### src/rtl/ppu_mem_pkg.sv
// ppu_mem_pkg: size encodings, arbiter FSM states and beats-per-size helper for mem_port_arbiter
package ppu_mem_pkg;
  localparam logic [1:0] SZ_BYTE = 2'b00;
  localparam logic [1:0] SZ_HALF = 2'b01;
  localparam logic [1:0] SZ_WORD = 2'b10;
  typedef enum logic [1:0] {IDLE, XFER, RESP} state_t;
  function automatic logic [2:0] beats(input logic [1:0] size);
    return size == SZ_BYTE ? 3'd1 : size == SZ_HALF ? 3'd2 : 3'd4;
  endfunction
endpackage

### src/rtl/mem_arb_grant.sv
// mem_arb_grant: cpu-priority grant with starvation override for dbg (clk, reset, idle, cpu_req, dbg_req -> gnt_cpu, gnt_dbg)
module mem_arb_grant #(
  parameter int STARVE_MAX = 4
) (
  input  logic clk,
  input  logic reset,
  input  logic idle,
  input  logic cpu_req,
  input  logic dbg_req,
  output logic gnt_cpu,
  output logic gnt_dbg
);
  localparam int CW = $clog2(STARVE_MAX + 2);
  logic [CW-1:0] starve_cnt;
  logic starved;
  always_comb begin
    starved = starve_cnt == CW'(STARVE_MAX);
    gnt_dbg = idle && dbg_req && (!cpu_req || starved);
    gnt_cpu = idle && cpu_req && !gnt_dbg;
  end
  always_ff @(posedge clk) begin
    if (reset) starve_cnt <= '0;
    else starve_cnt <= (!dbg_req || gnt_dbg) ? '0 : (gnt_cpu && !starved) ? starve_cnt + 1'b1 : starve_cnt;
  end
endmodule

### src/rtl/mem_port_arbiter.sv
// mem_port_arbiter: cpu/dbg requests -> big-endian byte-serial RAM port (ram_addr/we/wdata/rdata), ack/err/rdata per requester, cpu_stall; macro MEM_ARB_ALIGN_CHECK_EN enables misalignment errors
module mem_port_arbiter
  import ppu_mem_pkg::*;
#(
  parameter int ADDR_W     = 9,
  parameter int STARVE_MAX = 4
) (
  input  logic              clk,
  input  logic              reset,
  input  logic              cpu_req,
  input  logic              cpu_we,
  input  logic [1:0]        cpu_size,
  input  logic [ADDR_W-1:0] cpu_addr,
  input  logic [31:0]       cpu_wdata,
  output logic [31:0]       cpu_rdata,
  output logic              cpu_ack,
  output logic              cpu_err,
  output logic              cpu_stall,
  input  logic              dbg_req,
  input  logic              dbg_we,
  input  logic [1:0]        dbg_size,
  input  logic [ADDR_W-1:0] dbg_addr,
  input  logic [31:0]       dbg_wdata,
  output logic [31:0]       dbg_rdata,
  output logic              dbg_ack,
  output logic              dbg_err,
  output logic [ADDR_W-1:0] ram_addr,
  output logic              ram_we,
  output logic [7:0]        ram_wdata,
  input  logic [7:0]        ram_rdata
);
  state_t state;
  logic gnt_cpu, gnt_dbg, sel_dbg, we_q, xfer, bad, g_we;
  logic [1:0] beat, g_size, g_sz;
  logic [2:0] n_q, g_n;
  logic [ADDR_W-1:0] base, g_addr, g_base;
  logic [31:0] sh, asm_q, g_wdata, ld;
  mem_arb_grant #(.STARVE_MAX(STARVE_MAX)) u_grant (
    .clk     (clk),
    .reset   (reset),
    .idle    (state == IDLE),
    .cpu_req (cpu_req),
    .dbg_req (dbg_req),
    .gnt_cpu (gnt_cpu),
    .gnt_dbg (gnt_dbg)
  );
  always_comb begin
    g_we = gnt_dbg ? dbg_we : cpu_we;
    g_size = gnt_dbg ? dbg_size : cpu_size;
    g_addr = gnt_dbg ? dbg_addr : cpu_addr;
    g_wdata = gnt_dbg ? dbg_wdata : cpu_wdata;
`ifdef MEM_ARB_ALIGN_CHECK_EN
    g_sz = g_size;
    g_base = g_addr;
    bad = g_size == 2'b11 || (g_size == SZ_HALF && g_addr[0]) || (g_size == SZ_WORD && g_addr[1:0] != 2'b00);
`else
    g_sz = g_size == 2'b11 ? SZ_WORD : g_size;
    g_base = g_sz == SZ_BYTE ? g_addr : g_sz == SZ_HALF ? {g_addr[ADDR_W-1:1], 1'b0} : {g_addr[ADDR_W-1:2], 2'b00};
    bad = 1'b0;
`endif
    g_n = beats(g_sz);
    ld = {asm_q[23:0], ram_rdata};
    xfer = state == XFER && !reset;
    ram_addr = xfer ? base + ADDR_W'(beat) : '0;
    ram_we = xfer && we_q;
    ram_wdata = ram_we ? sh[31:24] : 8'h00;
    cpu_stall = cpu_req && !cpu_ack;
  end
  always_ff @(posedge clk) begin
    if (reset) begin
      state <= IDLE;
      cpu_ack <= 1'b0;
      dbg_ack <= 1'b0;
      cpu_err <= 1'b0;
      dbg_err <= 1'b0;
      cpu_rdata <= '0;
      dbg_rdata <= '0;
      sel_dbg <= 1'b0;
      we_q <= 1'b0;
      n_q <= '0;
      beat <= '0;
      base <= '0;
      sh <= '0;
      asm_q <= '0;
    end else begin
      cpu_ack <= 1'b0;
      dbg_ack <= 1'b0;
      cpu_err <= 1'b0;
      dbg_err <= 1'b0;
      case (state)
        IDLE: if (gnt_cpu || gnt_dbg) begin
          sel_dbg <= gnt_dbg;
          we_q <= g_we;
          n_q <= g_n;
          base <= g_base;
          sh <= g_wdata << {3'd4 - g_n, 3'b000};
          asm_q <= '0;
          beat <= '0;
          state <= bad ? RESP : XFER;
          cpu_ack <= bad && gnt_cpu;
          dbg_ack <= bad && gnt_dbg;
          cpu_err <= bad && gnt_cpu;
          dbg_err <= bad && gnt_dbg;
        end
        XFER: begin
          asm_q <= ld;
          sh <= sh << 8;
          beat <= beat + 2'd1;
          if (beat == 2'(n_q - 3'd1)) begin
            state <= RESP;
            cpu_ack <= !sel_dbg;
            dbg_ack <= sel_dbg;
            if (!we_q && !sel_dbg) cpu_rdata <= ld;
            if (!we_q && sel_dbg) dbg_rdata <= ld;
          end
        end
        default: state <= IDLE;
      endcase
    end
  end
endmodule

### config.mk
export PLATFORM = sky130hd
export DESIGN_NAME = mem_port_arbiter
export DESIGN_NICKNAME = d
export VERILOG_FILES = /design/src/rtl/ppu_mem_pkg.sv /design/src/rtl/mem_arb_grant.sv /design/src/rtl/mem_port_arbiter.sv
export SDC_FILE = /design/constraint.sdc
export NUM_CORES = 1
export LEC_CHECK = 0
export ABC_AREA = 1
export BUFFER_PORTS_ARGS = -buffer_cell sky130_fd_sc_hd__buf_2
export CORE_ASPECT_RATIO = 1.1
export CORE_UTILIZATION = 48
export DETAILED_ROUTE_END_ITERATION = 12
export GPL_TIMING_DRIVEN = 0
export PLACE_DENSITY = 0.82
export SYNTH_ARGS = -nofsm -noshare
export SYNTH_HDL_FRONTEND = slang
export SYNTH_HIERARCHICAL = 1
export SYNTH_SLANG_ARGS = --single-unit
### constraint.sdc
create_clock -name clk -period 2.1 [get_ports clk]
set_clock_uncertainty 0.15 [all_clocks]
set_input_delay 0.42 -clock clk [delete_from_list [all_inputs] [get_ports clk]]
set_output_delay 0.42 -clock clk [all_outputs]
set_load 0.01 [all_outputs]
==> results.md, run 1 <==
- Status: finished with violations
- Violated checks: negative setup slack
- Total number of yosys warnings: 6
- Row cnt: 46
- Leftover overflow at the end of global routing: 0
- Leakage power: 0.005092 uW
- I/O pin count: 187
- Most frequent cells in the layout: nand2_1, inv_1, buf_2
- Main synth FF type: dfxtp_1
- Final total negative setup slack: -23.01 ns
- Buffer type at the clock tree root: clkbuf_16
- Wirelength, routed: 31370 um
- Effective utilization at floorplan: 0.5000
- Clk slew on worst S/H paths: 0.06 ns
- Worst Tran Pin Value: 0.9084 ns
- Mean post-synth cell area: 6.451 um^2
- Sequential fraction of the synthesis area: 0.3889
- Full die area: 0.01573 mm^2
- Post-DR wirelength/cell: 19.53 um
- Count of different cell masters after synthesis: 39
- Num CTS Buffers: 17
- # port buffers: 184
- Source-to-sink clock delay at the later pin of the worst-skew pair: 0.44 ns
- Cell area after layout: 0.01102 mm^2
- Avg Vias per Cell: 5.846
- Total iterations of the first detailed-routing run: 6
- Floorplan die width: 119.7 um
- Largest driver fanout on the critical path: 2
- Flops & latches, synth: 142
- Critical-path cell with the highest stage delay: fa_2
- Buffering stage count on the worst path with inverters included: 2
- DRC viols: 0
- Setup repair after global routing missed its margin: true
- Arrival @ worst endpoint: 2.04 ns
- Floorplan core area: 0.01462 mm^2
- Final setup violation count: 95
- Number of cells traversed by the worst hold path: 3
- Vias in the first global route: 7891
- Slew Viols, Final: 0
- Placed Area: 0.008474 mm^2
- Cell family contributing the most delay on the critical path: adder cells
- H-tree Lvls: 4
- Pin count of the biggest net entering global routing: 17
- Cell area after synthesis: 0.007310 mm^2
- Largest stage delay, worst path: 0.40 ns
- RePlAce Congestion: 0.9011
- Vias: 9389
- Longest Clk Path Bufs: 2
- Endpoint type of the worst setup path: primary output
- Number of enable flip-flop cells after synthesis: 0
- Diode insertion count for antenna repair: 0
- CTS tree: done
- Path category of the worst min-delay check: input pin to register
- Layout cell share with drive strength beyond 1: 0.3579
- Post-synthesis to final-layout area growth: 50.74%
- Number of standard cells after synthesis: 1133
- # placed instances: 1510
- Post-route setup slack: -0.5142 ns
- Final HPWL from detailed placement: 16060 um
- Async set or reset register ratio after synthesis: 0
- Total Nets Final: 1506
- Final antenna-violating net count: 0
- Number of antenna violations at the first check in global routing: 0
- Stages on the worst setup path: 7
- Vertical die dimension: 131.4 um
- Sort of element at the start of the critical path: register
- Total global-route track usage: 0.2952
- Relative slew slack: 0.3944
- Final design utilization: 0.7537
- Final hold violation count: 0
- Proportion of netlist area held by the largest area contributor: 0.3889
- Smallest hold slack: 0.1079 ns
- Share of the clock period used by the worst path: 1.245
- Cell breakdown of the critical path: ha_4, fa_2, nand3_4, buf_4, o21ai_1, a21oi_1, buf_2
- Period minus WS final: 2.614 ns
- Highest attainable clock frequency: 382.5 MHz
- Count of clock tree sinks: 142
- Most common cell after layout, fill and taps aside: nand2_1
- Top area cells in the synthesized netlist: dfxtp_1, nand2_1, inv_1, nor2_1, nand4_1
- Non-filler cells in the finished layout: 1606
- Wire length of the first global-routing pass: 36960 um
- CP Class: register to primary output
- Biggest area consumer among synthesized cells: dfxtp_1
- Power per cell area: 828.7 mW/mm^2
- Path depth of the worst reg2reg path: 15
- Drt first-iter violations: 1115
- IR drop worst, VDD: 0.6342 mV
- Count of max-cap constraint violations: 0
- Data required time at the worst endpoint: 1.53 ns
[timing repair]
item,4_1_cts,5_1_grt
hold buffers,0,0
hold endpoints to repair,0,0
endpoints found under the setup margin,90,146
resized for setup,103,257
pin swaps,29,59
buffers inserted,34,20
cloned,2,8
[layer usage]
| layer | GRT usage | share of wire | vias to the layer above |
|---|---|---|---|
| met5 | 0 | 0 | - |
| met1 | 0.3261 | 0.33 | 4143 |
| met3 | 0.06554 | 0.12 | 305 |
| met2 | 0.5096 | 0.46 | 882 |
| met4 | 0.1826 | 0.093 | 0 |
| li1 | - | - | 4059 |
[stage by stage]
step           power (uW)  setup slack (ns)
4_1_cts              7940           -0.3539
3_5_place_dp         4560           -0.4374
2_1_floorplan        4061           0.02758
3_3_place_gp         4531           -0.3561
6_report             9130           -0.5142
5_1_grt              9348           -0.5693
[cell usage after synthesis, types with 4 or more instances]
master / instances
a21oi_1: 35
a31oi_1: 9
buf_1: 7
buf_2: 15
buf_4: 4
clkbuf_1: 39
dfxtp_1: 142
ha_1: 4
inv_1: 226
inv_2: 4
mux2i_1: 4
nand2_1: 282
nand2_2: 6
nand3_1: 40
nand4_1: 65
nor2_1: 132
nor3_1: 5
o21ai_0: 50
o32ai_1: 24
or2_2: 13
[flip-flops by register name, indices dropped and copies added (netlist names)]
| signal | cells |
|---|---|
| cpu_rdata | 32 |
| dbg_rdata | 32 |
| sh | 32 |
| asm_q | 24 |
| base | 9 |
| u_grant/starve_cnt | 3 |
| beat | 2 |
| n_q | 2 |
| state | 2 |
| cpu_ack | 1 |
| dbg_ack | 1 |
| sel_dbg | 1 |
| we_q | 1 |
[layout make-up]
type / count / area [um^2]
clock inverter: 10 / 137.6
inverter: 231 / 904.6
timing repair buffer: 246 / 1698
fill: 945 / 3601
clock buffer: 22 / 464.2
tap: 192 / 240.2
buffer: 66 / 442.9
sequential: 142 / 2864
multi-input combinational: 697 / 4267
[worst register-to-register path: stages, from the launching register on]
cell and delay (ns):
dfxtp_2 0.36, inv_2 0.06, ha_4 0.16, nand2_4 0.06, nand2_2 0.05, nand2_2 0.07, inv_2 0.06, buf_12 0.15
buf_12 0.13, o21ai_4 0.21, buf_12 0.18, nand2_8 0.10, buf_4 0.18, o21ai_0 0.27, inv_1 0.12, a21oi_2 0.15
[final timing paths]
path,from,slack (ns),to
setup / recovery,beat[0],-0.51,ram_addr[4]
hold / removal,dbg_addr[6],0.11,base[6]
setup reg to reg,u_grant/starve_cnt[0],-0.45,sh[10]
hold reg to reg,sh[7],0.34,sh[7]
[report_power, final]
group | internal [uW] | switching (uW) | total (uW)
Sequential | 2880 | 173 | 3050
Combinational | 1150 | 1770 | 2920
Clock | 1930 | 1240 | 3160
[cells by family (layout without fill, tap and decap cells)]
| logic type | Yosys count | after routing | share of synthesized area |
|---|---|---|---|
| AND/OR/NAND/NOR | 551 | 553 | 0.3251 |
| buffers and inverters | 297 | 575 | 0.1585 |
| flip-flops | 142 | 142 | 0.3889 |
| AO/OA/AOI/OAI | 132 | 132 | 0.1108 |
| adder cells (fa/ha/maj) | 5 | 5 | 0.009586 |
| multiplexers | 4 | 4 | 0.005478 |
| other | 1 | 2 | 0.0005130 |
| XOR/XNOR | 1 | 1 | 0.001198 |
(Power assumes the default switching activity.)
==> run 2, diff against run 1 <==
Settings changed: CORE_UTILIZATION 48 to 36, MAX_ROUTING_LAYER set to met4, PLACE_DENSITY 0.82 to 0.66.
==> results.md, run 2 (synthesis gave the netlist of run 1 again) <==
- Sort of element at the start of the critical path: register
- Power per cell area: 770.2 mW/mm^2
- Drt first-iter violations: 569
- Highest attainable clock frequency: 394.7 MHz
- CP Class: register to primary output
- Leftover overflow at the end of global routing: 0
- Worst R2R Setup Slack: -0.22 ns
- Total iterations of the first detailed-routing run: 5
- Post-synthesis to final-layout area growth: 53.29%
- Pin count of the biggest net entering global routing: 17
- Effective utilization at floorplan: 0.3680
- Post-DR wirelength/cell: 15.61 um
- Top flop regs: cpu_rdata: 32 flops, dbg_rdata: 32 flops, sh: 32 flops
- Arrival @ worst endpoint: 1.96 ns
- Row cnt: 54
- Destination of the worst register-to-register timing path: sh[21]
- Wire length of the first global-routing pass: 38270 um
- Slew Viols, Final: 0
- Vertical die dimension: 151.4 um
- Count of fill cells added during filler insertion: 1860
- Share of the clock period used by the worst path: 1.206
- Wirelength, routed: 26200 um
- # port buffers: 184
- DRC viols: 0
- Vias in the first global route: 7513
- Number of antenna violations at the first check in global routing: 0
- Worst Hold Endpoint: we_q
- Hold path startpoint: cpu_we
- Worst Tran Pin Value: 0.7381 ns
- Largest driver fanout on the critical path: 4
- Total Nets Final: 1518
- Endpoint type of the worst setup path: primary output
- Setup repair after global routing missed its margin: true
- Diode insertion count for antenna repair: 0
- Vias: 8244
- Count of max-cap constraint violations: 0
- Period minus WS final: 2.533 ns
- Relative slew slack: 0.5079
- Num CTS Buffers: 17
- Status: finished with violations
- Number of cells traversed by the worst hold path: 3
- Final HPWL from detailed placement: 17130 um
- Data required time at the worst endpoint: 1.53 ns
- Post-route setup slack: -0.4333 ns
- Most common cell after layout, fill and taps aside: nand2_1
- H-tree Lvls: 4
- Buffer type at the clock tree root: clkbuf_16
- Floorplan core area: 0.01986 mm^2
- Largest stage delay, worst path: 0.37 ns
- Leakage power: 0.005113 uW
- Clk slew on worst S/H paths: 0.06 ns
- Path depth of the worst reg2reg path: 19
- Hold buffer count at cts: 0
- Cell family contributing the most delay on the critical path: adder cells
- Critical-path cell with the highest stage delay: fa_2
- RePlAce Congestion: 0.9298
- Post-Place Setup Slack: -0.5816 ns
- IR drop worst, VDD: 0.5990 mV
- Final hold violation count: 0
- Total global-route track usage: 0.2509
- Floorplan die width: 137.9 um
- Path category of the worst min-delay check: input pin to register
- Layout cell share with drive strength beyond 1: 0.3647
- Full die area: 0.02088 mm^2
- Count of clock tree sinks: 142
- Buffering stage count on the worst path with inverters included: 2
- Final design utilization: 0.5641
- Avg Vias per Cell: 4.913
- Final setup violation count: 56
- I/O pin count: 187
- Longest Clk Path Bufs: 2
- Final antenna-violating net count: 0
- Start of the worst register-to-register path: u_grant/starve_cnt[0]
- Source-to-sink clock delay at the later pin of the worst-skew pair: 0.43 ns
- Violated checks: negative setup slack
- Most frequent cells in the layout: nand2_1, inv_1, buf_2
- Cell breakdown of the critical path: ha_4, fa_2, nand3_4, buf_4, o21ai_0, a21oi_1, buf_2
- CTS tree: done
run 2: worst max path at each step:
stage | startpoint | end | slack (ns) | cells after the start
finish | beat[0] | ram_addr[4] | -0.43 | 7
global route | beat[0] | ram_addr[4] | -0.47 | 7
floorplan | u_grant/starve_cnt[0] | sh[24] | 0.03 | 16
global placement | u_grant/starve_cnt[0] | sh[19] | -0.52 | 15
CTS | beat[0] | ram_addr[8] | -0.43 | 10
detailed placement | u_grant/starve_cnt[0] | sh[19] | -0.58 | 15
run 2: layer usage:
metal,global-route usage,wire length [um],vias up
li1,-,-,4082
met2,0.4363,13360,355
met4,0.1092,996,0
met1,0.2753,10170,3723
met3,0.05054,1672,84
met5,-,0,-
run 2: report_power, final:
part           switching, uW  internal, uW  leakage, uW
sequential               140          2880      0.00116
clock                   1240          1770     0.000266
combinational           1570          1040      0.00369
run 2: what timing repair did:
action | CTS | global route
pin swaps | 60 | 83
gates resized for setup | 193 | 181
cloned | 5 | 2
setup buffers | 62 | 17
endpoints found under the setup margin | 112 | 130
run 2: stage by stage:
stage | hold slack, ns | total power [uW] | TNS [ns] | instance area, um^2 | std cells
2_1_floorplan | 0.2892 | 4061 | 0 | 7313 | 1134
3_3_place_gp | 0.2987 | 4581 | -25.65 | 8549 | 1570
3_5_place_dp | 0.3018 | 4608 | -29.50 | 8549 | 1570
4_1_cts | 0.08685 | 8111 | -6.641 | 10380 | 1668
5_1_grt | 0.1012 | 8986 | -12.36 | 11200 | 1678
6_report | 0.09289 | 8630 | -7.112 | 11200 | 1678
run 2: tightest hold or removal path, delay by kind of cell:
family | cells | cell delay [ns]
compound gates | 1 | 0.07
buf+inv | 1 | 0.09
simple gates | 1 | 0.05
run 2: final cells by class:
| cell class | count | area (um^2) | share of cell area |
|---|---|---|---|
| plain buffers | 63 | 401.6 | 0.03585 |
| clock buffers | 18 | 439.2 | 0.03920 |
| clock inverters | 14 | 145.1 | 0.01295 |
| inverters | 231 | 895.9 | 0.07996 |
| multi-input cells | 697 | 4335 | 0.3869 |
| flip-flops and latches | 142 | 2860 | 0.2553 |
| well taps | 252 | 315.3 | 0.02814 |
| repair buffers | 261 | 1812 | 0.1617 |
==> run 3, diff against run 2 <==
Settings changed: CELL_PAD_IN_SITES_DETAIL_PLACEMENT set to 1, CELL_PAD_IN_SITES_GLOBAL_PLACEMENT set to 1, CORE_UTILIZATION 36 to 33, PLACE_DENSITY 0.66 to 0.82.
==> results.md, run 3 (synthesis gave the netlist of run 1 again) <==
- Wirelength, routed: 35140 um
- Longest Clk Path Bufs: 2
- Final hold violation count: 0
- Full die area: 0.02275 mm^2
- Slew Viols, Final: 0
- Post-synthesis to final-layout area growth: 54.91%
- CP Class: register to primary output
- Total global-route track usage: 0.2627
- Row cnt: 56
- Post-DR wirelength/cell: 20.41 um
- Status: finished with violations
- Buffering stage count on the worst path with inverters included: 1
- # port buffers: 184
- Smallest hold slack: 0.09901 ns
- Cell breakdown of the critical path: ha_4, fa_2, nand3_4, nor2_4, nand3_2, nor2_2, nand2_1, nand2_1, nor2_1, buf_2
- Path category of the worst min-delay check: input pin to register
- # placed instances: 1608
- Hold path startpoint: cpu_we
- Period minus WS final: 2.627 ns
- Power per cell area: 803.3 mW/mm^2
- Destination of the worst register-to-register timing path: sh[29]
- CP most frequent cell: nand2_1
- Worst Hold Endpoint: we_q
- Diode insertion count for antenna repair: 0
- Path depth of the worst reg2reg path: 15
- Share of the clock period used by the worst path: 1.251
- Sort of element at the start of the critical path: register
- Final setup violation count: 82
- Most common cell after layout, fill and taps aside: nand2_1
- Worst Tran Pin Value: 0.9639 ns
- Count of clock tree sinks: 142
- Largest driver fanout on the critical path: 3
- Arrival @ worst endpoint: 2.06 ns
- Final HPWL from detailed placement: 19550 um
- Leakage power: 0.005181 uW
- IR drop worst, VDD: 0.5809 mV
- Num CTS Buffers: 17
- H-tree Lvls: 4
- Vias in the first global route: 8589
- Endpoint type of the worst setup path: primary output
- Clk slew on worst S/H paths: 0.07 ns
- Floorplan core area: 0.02151 mm^2
- Setup repair after global routing missed its margin: true
- Data required time at the worst endpoint: 1.53 ns
- Avg Vias per Cell: 5.206
- Final antenna-violating net count: 0
- Post-route setup slack: -0.5267 ns
- Count of fill cells added during filler insertion: 2746
- Critical-path cell with the highest stage delay: dfxtp_4
- Vias: 8964
- Startpoint of the most critical setup path: beat[0]
- Number of antenna violations at the first check in global routing: 0
- Number of cells traversed by the worst hold path: 3
- Violated checks: negative setup slack
- Source-to-sink clock delay at the later pin of the worst-skew pair: 0.44 ns
- Count of max-cap constraint violations: 0
- Relative slew slack: 0.3574
- Highest attainable clock frequency: 380.7 MHz
- RePlAce Congestion: 0.8954
- Largest stage delay, worst path: 0.37 ns
- Total Nets Final: 1525
- Post-Place Setup Slack: -0.6251 ns
- Drt first-iter violations: 489
- Layout cell share with drive strength beyond 1: 0.3771
- Top flop regs: cpu_rdata: 32 flops, dbg_rdata: 32 flops, sh: 32 flops
- Vertical die dimension: 158.1 um
- CTS tree: done
- Pin count of the biggest net entering global routing: 17
- Floorplan die width: 143.9 um
- Start of the worst register-to-register path: state[0]
- Buffer type at the clock tree root: clkbuf_16
- Final total negative setup slack: -12.78 ns
- Effective utilization at floorplan: 0.3398
- Total iterations of the first detailed-routing run: 5
- DRC viols: 0
- Cell family contributing the most delay on the critical path: simple AND/OR/NAND/NOR gates
- Most frequent cells in the layout: nand2_1, inv_1, buf_2
- I/O pin count: 187
- Leftover overflow at the end of global routing: 0
- Non-filler cells in the finished layout: 1722
- Wire length of the first global-routing pass: 43880 um
- Worst R2R Setup Slack: -0.29 ns
[run 3: cell types whose count changed in the layout (fill, tap and decap cells not counted), moves of 6 or more]
cell / previous run / this run
o21ai_0: 22 / 29
nand2_1: 245 / 238
clkinvlp_4: 8 / 2
or2_2: 5 / 12
buf_6: 40 / 48
a21oi_1: 17 / 11
nand3_2: 10 / 16
a21oi_2: 20 / 27
or2_4: 8 / 1
o21ai_2: 17 / 11
[run 3: final cells by class]
cell class                      count  area, um^2  area share
Multi-Input combinational cell    696        4299      0.3797
Sequential cell                   142        2860      0.2526
Timing Repair Buffer              266        1846      0.1630
Inverter                          231       902.1     0.07967
Clock buffer                       21       460.4     0.04066
Buffer                             66       455.4     0.04022
Tap cell                          290       362.8     0.03204
Clock inverter                     10       137.6     0.01215
[run 3: worst max path at each step]
stage / end / slack (ns) / cells after the start
final: ram_addr[8] / -0.53 / 10
after global routing: ram_addr[8] / -0.61 / 10
after CTS: ram_addr[8] / -0.38 / 10
after detailed placement: sh[19] / -0.63 / 15
after global placement: sh[19] / -0.56 / 15
after floorplan: sh[24] / 0.03 / 16
[run 3: what timing repair did]
item                       CTS  global route
gates cloned                 2             4
gates resized for setup    151           244
pin swaps                   30            88
buffers inserted            55            25
hold buffers                 0             0
setup endpoints to repair  115           141
[run 3: metal layers]
layer / vias up / wire [um] / part of all wire / global-route usage
met1: 4288 / 12960 / 0.37 / 0.2737
met4: 0 / 2354 / 0.067 / 0.1332
li1: 4104 / - / - / -
met5: - / 0 / 0 / -
met3: 183 / 1702 / 0.048 / 0.04114
met2: 389 / 18130 / 0.52 / 0.4764
[run 3: power breakdown]
group / leakage, uW / switching, uW / internal, uW / total [uW]
registers: 0.00116 / 173 / 2880 / 3050
clock network: 0.000289 / 1250 / 1920 / 3170
logic: 0.00374 / 1780 / 1100 / 2870
[run 3: worst reg2reg max path: cells and delay by family (launching register included)]
family	cells	cell delay, ns
buf+inv	7	0.83
flops	1	0.33
simple gates	7	0.68
compound gates	1	0.30
[run 3: stage by stage]
| stage | utilization | area (um^2) | total power (uW) |
|---|---|---|---|
| floorplan | - | 7313 | 4061 |
| global placement | 0.3997 | 8597 | 4600 |
| detailed placement | 0.3997 | 8597 | 4650 |
| CTS | 0.4713 | 10140 | 8167 |
| global route | 0.5264 | 11320 | 9346 |
| finish | 0.5264 | 11320 | 9096 |
